==> config.mk <==
export PLATFORM = sky130hd
export DESIGN_NAME = top_arb_2d
export DESIGN_NICKNAME = d
export VERILOG_FILES = /design/src/rtl/arb_pkg.sv /design/src/rtl/rr_arbiter.sv /design/src/rtl/top_arb_2d.sv
export SDC_FILE = /design/constraint.sdc
export NUM_CORES = 1
export LEC_CHECK = 0
export CAP_MARGIN = 20
export CELL_PAD_IN_SITES_DETAIL_PLACEMENT = 1
export CELL_PAD_IN_SITES_GLOBAL_PLACEMENT = 2
export CORE_MARGIN = 2
export CORE_UTILIZATION = 30
export CTS_CLUSTER_SIZE = 16
export DETAILED_ROUTE_END_ITERATION = 16
export PLACE_DENSITY = 0.95
export SLEW_MARGIN = 20
export SYNTH_ARGS = -nofsm -noshare
export SYNTH_HDL_FRONTEND = slang
export SYNTH_SLANG_ARGS = --single-unit
==> constraint.sdc <==
create_clock -name clk_i -period 14.1 [get_ports clk_i]
set_clock_uncertainty 0.15 [all_clocks]
set_input_delay 2.115 -clock clk_i [delete_from_list [all_inputs] [get_ports clk_i]]
set_output_delay 2.115 -clock clk_i [all_outputs]
set_load 0.005 [all_outputs]
==> src/rtl/arb_pkg.sv <==
// Shared constants and helpers for the 2-D pixel arbiter.
package arb_pkg;

    localparam int unsigned DEF_ROWS = 8;
    localparam int unsigned DEF_COLS = 8;

    localparam logic [1:0] POL_ON  = 2'b10;
    localparam logic [1:0] POL_OFF = 2'b01;

    // Index width for an N-entry vector; never below 1 bit.
    function automatic int unsigned idx_width(input int unsigned n);
        int unsigned w;
        w = 1;
        while ((32'd1 << w) < n) begin
            w++;
        end
        return w;
    endfunction

endpackage

==> src/rtl/rr_arbiter.sv <==
// Combinational round-robin picker: first set request at or after ptr, wrapping.
module rr_arbiter
    import arb_pkg::*;
#(
    parameter int unsigned N = 8,
    localparam int unsigned W = idx_width(N)
) (
    input  logic [N-1:0] req,
    input  logic [W-1:0] ptr,
    output logic [N-1:0] gnt,
    output logic [W-1:0] idx
);

    always_comb begin
        logic        found;
        int unsigned k;
        found = 1'b0;
        k     = 0;
        gnt   = '0;
        idx   = '0;
        for (int unsigned i = 0; i < N; i++) begin
            k = 32'(ptr) + i;
            if (k >= N) begin
                k = k - N;
            end
            if (!found && req[W'(k)]) begin
                found       = 1'b1;
                gnt[W'(k)]  = 1'b1;
                idx         = W'(k);
            end
        end
    end

endmodule

==> src/rtl/top_arb_2d.sv <==
// Two-dimensional round-robin pixel arbiter with registered one-hot row/column grants.
// Optional ARB_GNT_VALID_EN adds a registered gnt_valid_o output.
module top_arb_2d
    import arb_pkg::*;
#(
    parameter int unsigned ROWS     = DEF_ROWS,
    parameter int unsigned COLS     = DEF_COLS,
    parameter int unsigned POLARITY = 2
) (
    input  logic                          clk_i,
    input  logic                          reset_i,
    input  logic                          enable_i,
    input  logic [COLS-1:0][POLARITY-1:0] req_i [ROWS-1:0],
    output logic [ROWS-1:0]               x_gnt_o,
    output logic [COLS-1:0]               y_gnt_o,
    output logic                          polarity_o
`ifdef ARB_GNT_VALID_EN
    ,
    output logic                          gnt_valid_o
`endif
);

    localparam int unsigned RW = idx_width(ROWS);
    localparam int unsigned CW = idx_width(COLS);

    logic [RW-1:0]                 rp_q, rp_d, row_idx;
    logic [CW-1:0]                 cp_q, cp_d, col_idx;
    logic [ROWS-1:0]               row_act, row_gnt, x_gnt_q;
    logic [COLS-1:0]               col_act, col_gnt, y_gnt_q;
    logic [COLS-1:0][POLARITY-1:0] sel_row;
    logic                          grant, pol_d, pol_q;

    for (genvar r = 0; r < ROWS; r++) begin : g_row_act
        assign row_act[r] = |req_i[r];
    end

    rr_arbiter #(.N(ROWS)) u_row_arb (
        .req (row_act),
        .ptr (rp_q),
        .gnt (row_gnt),
        .idx (row_idx)
    );

    assign sel_row = req_i[row_idx];

    for (genvar c = 0; c < COLS; c++) begin : g_col_act
        assign col_act[c] = |sel_row[c];
    end

    rr_arbiter #(.N(COLS)) u_col_arb (
        .req (col_act),
        .ptr (cp_q),
        .gnt (col_gnt),
        .idx (col_idx)
    );

    // A pixel with both bits set reports ON; OFF is the lower-priority event.
    assign pol_d = |(sel_row[col_idx] & POL_ON);
    assign grant = enable_i & (|row_act);
    assign rp_d  = (row_idx == RW'(ROWS - 1)) ? '0 : row_idx + RW'(1);
    assign cp_d  = (col_idx == CW'(COLS - 1)) ? '0 : col_idx + CW'(1);

    always_ff @(posedge clk_i or posedge reset_i) begin
        if (reset_i) begin
            x_gnt_q <= '0;
            y_gnt_q <= '0;
            pol_q   <= 1'b0;
            rp_q    <= '0;
            cp_q    <= '0;
        end else if (grant) begin
            x_gnt_q <= row_gnt;
            y_gnt_q <= col_gnt;
            pol_q   <= pol_d;
            rp_q    <= rp_d;
            cp_q    <= cp_d;
        end else begin
            x_gnt_q <= '0;
            y_gnt_q <= '0;
            pol_q   <= 1'b0;
        end
    end

    assign x_gnt_o    = x_gnt_q;
    assign y_gnt_o    = y_gnt_q;
    assign polarity_o = pol_q;

`ifdef ARB_GNT_VALID_EN
    logic valid_q;

    always_ff @(posedge clk_i or posedge reset_i) begin
        if (reset_i) begin
            valid_q <= 1'b0;
        end else begin
            valid_q <= grant;
        end
    end

    assign gnt_valid_o = valid_q;
`endif

endmodule

# Word-level counts from Yosys, hierarchy flattened
# Index checks and enable logic that the tools add are counted.
[word_totals] out_inout_bits=17 ff_bits=23 word_cells=300
[op_classes] add_sub_neg=32 bitwise_logic=15 n_eq_ne=2 n_mux=135 reduce_logical=61 order_cmp=50
[op_table] cell="8-bit two-way mux" count=18
[op_table] cell="128-bit OR reduction" count=1
[op_table] cell="16-bit OR reduction" count=8
[op_table] cell="8-bit bitwise OR" count=14
[op_table] cell="3-bit two-way mux" count=34
[op_table] cell="3-bit by 4-bit < comparator with 1-bit output (second input constant)" count=18
[op_table] cell="4-bit greater-or-equal comparator (second input constant)" count=14
[op_table] cell="1-bit binary-select mux with 3-bit select" count=16
[op_table] cell="16-bit binary-select mux with 3-bit select" count=1
[op_table] cell="1-bit demux with 3-bit select" count=16
[op_table] cell="3-bit by 1-bit greater-or-equal comparator with 1-bit output (second input constant)" count=16
[op_table] cell="3-bit by 1-bit subtractor with 3-bit output (second input constant)" count=16
[op_table] cell="1-bit two-way mux" count=47
[op_table] cell="3-bit by 3-bit adder with 4-bit output (second input constant)" count=8
[op_table] cell="1-bit logical AND" count=30
[op_table] cell="3-bit by 2-bit adder with 4-bit output (second input constant)" count=4
[op_table] cell="16-bit two-way mux" count=1
[op_table] cell="2-bit OR reduction" count=8
[op_table] cell="1-bit logical NOT" count=14
[op_table] cell="3-bit by 1-bit adder with 4-bit output (second input constant)" count=2
[op_table] cell="3-bit by 4-bit greater-or-equal comparator with 1-bit output (second input constant)" count=2
[op_table] cell="3-bit by 1-bit adder with 3-bit output (second input constant)" count=2
[op_table] cell="2-bit binary-select mux with 3-bit select" count=1
[op_table] cell="3-bit equality test (second input constant)" count=2
[op_table] cell="2 further kinds" count=2

# Logic depth before layout (Yosys ltp)
[logic_depth] depth_word=56 mapped_depth=29 ltp_nobuf=23

# Cells and area by module
# Synthesis repeated with hierarchy kept, for this count alone.
[unflattened] cells_unflattened=543 area_unflattened_um2=4842.1
[modules_own_cells] mod="top_arb_2d" cells_per_inst=239 area_each_um2=2304.7 seq_area_each_um2=575.6 n_inst=1
[modules_own_cells] mod="rr_arbiter (u_row_arb)" cells_per_inst=160 area_each_um2=1348.8 seq_area_each_um2=0.0 n_inst=1
[modules_own_cells] mod="rr_arbiter (u_col_arb)" cells_per_inst=144 area_each_um2=1188.6 seq_area_each_um2=0.0 n_inst=1

# Worst setup path before layout
# Ideal clock, no wire load.
[synth_timing] kind="input-to-reg" startpoint="input port req_i[71] (netlist bit)" endpoint="register cp_q[2]" cell_stages=21 setup_slack_ns=6.323 path_buffers=1 setup_ns=0.125 arrival_ns=7.502 cell_sequence="nor4_1 -> nand4_1 -> mux4_2 -> or4_1 -> a221o_1 -> nand4_2 -> nand2_4 -> clkinv_4 -> buf_6 -> mux2_2 -> nor3_1 -> a2bb2oi_1 -> o221ai_1 -> a211o_1 -> a211oi_4 -> a21oi_1 -> a211oi_2 -> o21ai_2 -> ha_1 -> ha_1 -> mux2_2"
[synth_between] elab_chain_cells=54
[synth_lines] item="from (decl)" line="top_arb_2d.sv:13" rtl="input logic [COLS-1:0][POLARITY-1:0] req_i [ROWS-1:0],"
[synth_lines] item="16-bit OR reduction" line="top_arb_2d.sv:34" rtl="assign row_act[r] = |req_i[r];"
[synth_lines] item="1-bit binary-select mux with 3-bit select" line="rr_arbiter.sv:26" rtl="if (!found && req[W'(k)]) begin"
[synth_lines] item="1-bit two-way mux (implied by the code)" line="rr_arbiter.sv:26"
[synth_lines] item="1-bit two-way mux" line="rr_arbiter.sv:26"
[synth_lines] item="1-bit logical NOT" line="rr_arbiter.sv:26"
[synth_lines] item="1-bit logical AND" line="rr_arbiter.sv:26"
[synth_lines] item="1-bit two-way mux" line="rr_arbiter.sv:26"
[synth_lines] item="1-bit logical NOT" line="rr_arbiter.sv:26"
[synth_lines] item="[... 39 more ...]"
[synth_lines] item="1-bit logical AND" line="rr_arbiter.sv:26"
[synth_lines] item="1-bit two-way mux" line="rr_arbiter.sv:26"
[synth_lines] item="1-bit logical NOT" line="rr_arbiter.sv:26"
[synth_lines] item="1-bit logical AND" line="rr_arbiter.sv:26"
[synth_lines] item="3-bit two-way mux (*)" line="rr_arbiter.sv:26"
[synth_lines] item="3-bit by 1-bit adder with 3-bit output / 3-bit equality test (equally long branches)" line="top_arb_2d.sv:61" rtl="assign cp_d = (col_idx == CW'(COLS - 1)) ? '0 : col_idx + CW'(1);"
[synth_lines] item="3-bit two-way mux (*)" line="top_arb_2d.sv:61"
[synth_lines] item="named net cp_d[2]" line="top_arb_2d.sv:27" rtl="logic [CW-1:0] cp_q, cp_d, col_idx;"
[synth_lines] item="to (signal assigned)" line="top_arb_2d.sv:75" rtl="cp_q <= cp_d;"
[synth_lines] item="to (decl)" line="top_arb_2d.sv:27"
# The timed path passes the listed nets; every way through them passes the cells marked *. The select of a mux whose other input is x is not followed.
# A chain may end at the register's enable or synchronous reset.

# Worst setup path in the final report
[layout_timing] startpoint="input port req_i[102] (netlist bit)" endpoint="register cp_q[2]"
# Same word-level chain as after synthesis.

==> reports/metrics.csv <==
stage,metric,value,unit
worst_setup_path,CP required,14090,ps
die,die height,143.0,um
sta,final worst path period share,74.19,%
worst_setup_path,Reg2Reg Setup Slack,5000,ps
finish,share of post-route cells with drive strength above 1,7.881,%
worst_setup_path,CP Capture Type,register,
synth,share of synthesized registers carrying an async set or reset,100.0,%
worst_setup_path,Crit Reg-Reg Endpoint,cp_q[2]$_DFFE_PP0P_,
power_and_ir_drop,Sw Share,60.79,%
cts,PostCTS Resize Cnt,0,
global_route,largest net degree at the start of global routing,45,
die,initial core utilization,30.78,%
power_and_ir_drop,maximum VDD drop,0.08746,mV
cts,cts bufs inserted,3,
global_route,All-Layer GR Usage,27.79,%
synth,Mapped Nets,970,
sta,slew margin rel.,35.78,%
worst_setup_path,critical path class,in -> reg,
place,gpl congestion,0.9724,
sta,RSZ-0062 raised after global routing,no,
worst_setup_path,CP peak stage delay,750,ps
global_route,first-pass GRT wire length,44.68,mm
sta,number of failing hold endpoints at the final stage,0,
die,DIE AREA,20450,um^2
cts,CTS Sinks,23,
sta,setup violators final,0,
cts,Clock Tree Root,clkbuf_16,
worst_setup_path,worst setup path startpoint,req_i[102],
worst_setup_path,Slowest cell on crit path,a2bb2oi_1,
cts,Setup Buffers After CTS,0,
synth,Post-synth top flop,dfrtp_1,
worst_setup_path,WP data arrival,10450,ps
power_and_ir_drop,share of power burned in registers,5.6,%
synth,cell accounting for the most synthesized area,dfrtp_1,
routing,routed wire length,28.83,mm
synth,Yosys warnings,0,
worst_setup_path,Critical path buffers and inverters,2,
routing,DR iter-0 viols,631,
routing,DR WL/cell,24.05,um
die,# IOs,148,
sta,fmax,0.09559,GHz
routing,routed vias,7720,
cts,H-tree Lvls,1,
sta,Slew @ Worst Pin,956.4,ps
synth,most area-consuming cells after synthesis,"dfrtp_1 (9.9%), nand2_1 (6.1%), nor2_1 (5.8%), mux2i_1 (5.5%), o21ai_0 (4.2%)",
routing,DRT antenna net count,0,
place,Port-buffer cells,147,
place,DP HPWL,23.47,mm
sta,final max-slew violation count,0,
die,core area,18830,um^2
finish,number of diodes,0,
sta,worst hold margin,694.4,ps
routing,via/cell ratio,6.439,
die,Die Wd,143.0,um
synth,Post-Syn Instances,824,
power_and_ir_drop,Comb power frac,91.7,%
place,post-placement cell count,1195,
die,FP Rows,50,
cts,"CTS clk-pin slew, worst paths",60,ps
worst_setup_path,crit path to,cp_q[2]$_DFFE_PP0P_,
place,"Cell Area, Placed",7472,um^2
finish,Area Overhead vs Synth,30.31,%
worst_setup_path,Stages on worst setup path,22,
place,DP Worst Slack,3548,ps
synth,Syn Area/Cell,7.033,um^2
global_route,initial antenna violation count,0,
cts,Worst-Skew Late Latency,250,ps
cts,number of buffers inserted by hold repair at cts,0,
run_status,outcome,completed,
hold_path,hold crit path type,reg -> reg,
synth,sequential share of the synthesized area,9.931,%
finish,nets,1086,
power_and_ir_drop,power per cell area,292.6,nW/um^2
worst_setup_path,CP top delay family,compound AO/OA/AOI/OAI gates,
global_route,GR Overflow Total,0,
finish,post-route cell area,7552,um^2
synth,"flops & latches, synth",23,
worst_setup_path,crit start category,input pin,
power_and_ir_drop,Cell Int Power,866.3,uW
worst_setup_path,CP Cell Sequence,clkdlybuf4s50_1 -> nor4_1 -> nand4_1 -> o22ai_1 -> nor2_1 -> nor4_1 -> o2111ai_2 -> nand4_1 -> nand2_4 -> clkinv_4 -> mux2_2 -> o31ai_1 -> a2bb2oi_1 -> o221ai_1 -> a211o_1 -> a211oi_4 -> and3_1 -> a211oi_2 -> o21ai_2 -> ha_1 -> ha_1 -> mux2_2,
power_and_ir_drop,Clock power frac,2.7,%
power_and_ir_drop,Static Leak,2.824,nW
worst_setup_path,CP Max Fanout,32,
cts,CTS tree,done,
global_route,vias in the first global route,7815,
synth,Synth cell types,100,
routing,DRC errors left,0,
power_and_ir_drop,Psw,1.343,mW
sta,setup TNS,0,ps
run,Max Cap Viol,0,
worst_setup_path,worst r2r src,rp_q[1]$_DFFE_PP0P_,
sta,Tmin final,10460,ps
synth,Synth top area share,9.931,%
worst_setup_path,worst r2r path cells,23,
sta,final worst setup slack,3639,ps
cts,CTS max path bufs,2,
synth,number of synthesized flops with an enable pin,0,
synth,"Cell Area, Synth",5796,um^2
routing,Pre-Repair DR Iteration Count,5,
finish,Final Non-Filler Cells,1199,
## metrics by stage
stage	utilization [%]	total power, mW
final	40.11	2.210
after CTS	40.11	2.166
after floorplan	-	1.540
after detailed placement	39.68	2.093
after global placement	39.68	2.075
after global routing	40.11	2.372
## cell type report
class	instances	area, um^2
Sequential cell	23	575.6
Tap cell	260	325.3
Clock inverter	1	5.005
Timing Repair Buffer	157	1546
Inverter	22	87.58
Fill cell	2350	11280
Clock buffer	3	75.07
Multi-Input combinational cell	733	4937
## flip-flops by register name (all words and copies together), names as in the netlist, named ones only
signal,cells
cp_q,3
x_gnt_o,8
rp_q,2
y_gnt_o,8
polarity_o,1
## Yosys cell counts, drive strengths merged, types with 5 or more instances
cell type,n
a221oi,6
nor3,18
o22a,7
nand4,19
o22ai,16
a31oi,9
ha,15
nor4,42
mux2i,32
o211ai,13
dfrtp,23
o32a,6
buf,21
o21ai,60
a211o,6
clkbuf,25
a211oi,19
and3,11
a22o,8
mux2,23
nand2,95
or3,8
a21oi,26
a21boi,5
nand3,49
o211a,5
or4,10
o32ai,5
o2111ai,5
o31ai,7
o2111a,5
inv,20
a22oi,12
nor2,90
xnor2,6
a21o,7
and2,9
a221o,12
## worst reg2reg max path, stage by stage, from the launching register on
cell and delay [ps]:
dfrtp_1 600, inv_1 300, ha_1 540, inv_1 350, nand2_1 230, o22ai_1 450, nor2_1 230, nor4_1 700
o2111ai_2 400, nand4_1 510, nand2_4 330, clkinv_4 320, mux2_2 410, o31ai_1 340, a2bb2oi_1 750, o221ai_1 240
a211o_1 400, a211oi_4 390, and3_1 380, a211oi_2 70, o21ai_2 230, ha_1 190, ha_1 220, mux2_2 260
## kinds of logic (layout without fill, tap and decap cells)
family / count (synthesis) / in the layout / synth area share, %
AND/OR/NAND/NOR: 364 / 364 / 31.37
AO/OA/AOI/OAI: 286 / 286 / 37.59
buffers and inverters: 68 / 183 / 5.203
multiplexers: 58 / 58 / 11.16
flip-flops: 23 / 23 / 9.931
adder cells (fa/ha/maj): 15 / 15 / 3.238
XOR/XNOR: 10 / 10 / 1.511
## metal layers
layer  up-vias  part of all wire (%)  track usage (%)
met3        72                   6.7            3.789
li1       3525                     -                -
met5         -                     0                0
met2       382                    47            47.39
met4         0                   4.4            10.79
met1      3741                    42            35.40
## worst min-delay path by stage
stage	startpoint	end	slack, ps	cells past startpoint
after global routing	cp_q[0]$_DFFE_PP0P_	cp_q[0]$_DFFE_PP0P_	730	3
final	cp_q[1]$_DFFE_PP0P_	cp_q[1]$_DFFE_PP0P_	690	1
after detailed placement	cp_q[1]$_DFFE_PP0P_	cp_q[1]$_DFFE_PP0P_	680	1
after floorplan	rp_q[1]$_DFFE_PP0P_	rp_q[1]$_DFFE_PP0P_	520	1
after CTS	cp_q[1]$_DFFE_PP0P_	cp_q[1]$_DFFE_PP0P_	700	1
after global placement	cp_q[0]$_DFFE_PP0P_	cp_q[0]$_DFFE_PP0P_	660	3
## cells in the final DEF (no fill, tap or decap), types with 11 or more instances in the layout
| cell | n |
|---|---|
| nor2_1 | 89 |
| ha_1 | 15 |
| inv_1 | 19 |
| a211oi_1 | 17 |
| o21ai_0 | 49 |
| nand4_1 | 18 |
| o22ai_1 | 16 |
| mux2_2 | 21 |
| clkdlybuf4s50_1 | 147 |
| dfrtp_1 | 23 |
| nand3_1 | 48 |
| o211ai_1 | 12 |
| a221o_1 | 12 |
| nor4_1 | 38 |
| nor3_1 | 16 |
| a21oi_1 | 26 |
| a22oi_1 | 12 |
| nand2_1 | 94 |
| mux2i_1 | 32 |
| and3_1 | 11 |
## power groups by stage
stage               clock network, mW  registers, mW  logic (mW)
detailed placement                  0          0.125        1.97
global placement                    0          0.123        1.95
floorplan                           0          0.110        1.43
global route                   0.0651          0.128        2.18
CTS                            0.0618          0.124        1.98
finish                         0.0601          0.124        2.03
Note: power is estimated with default switching activity, not from simulation.
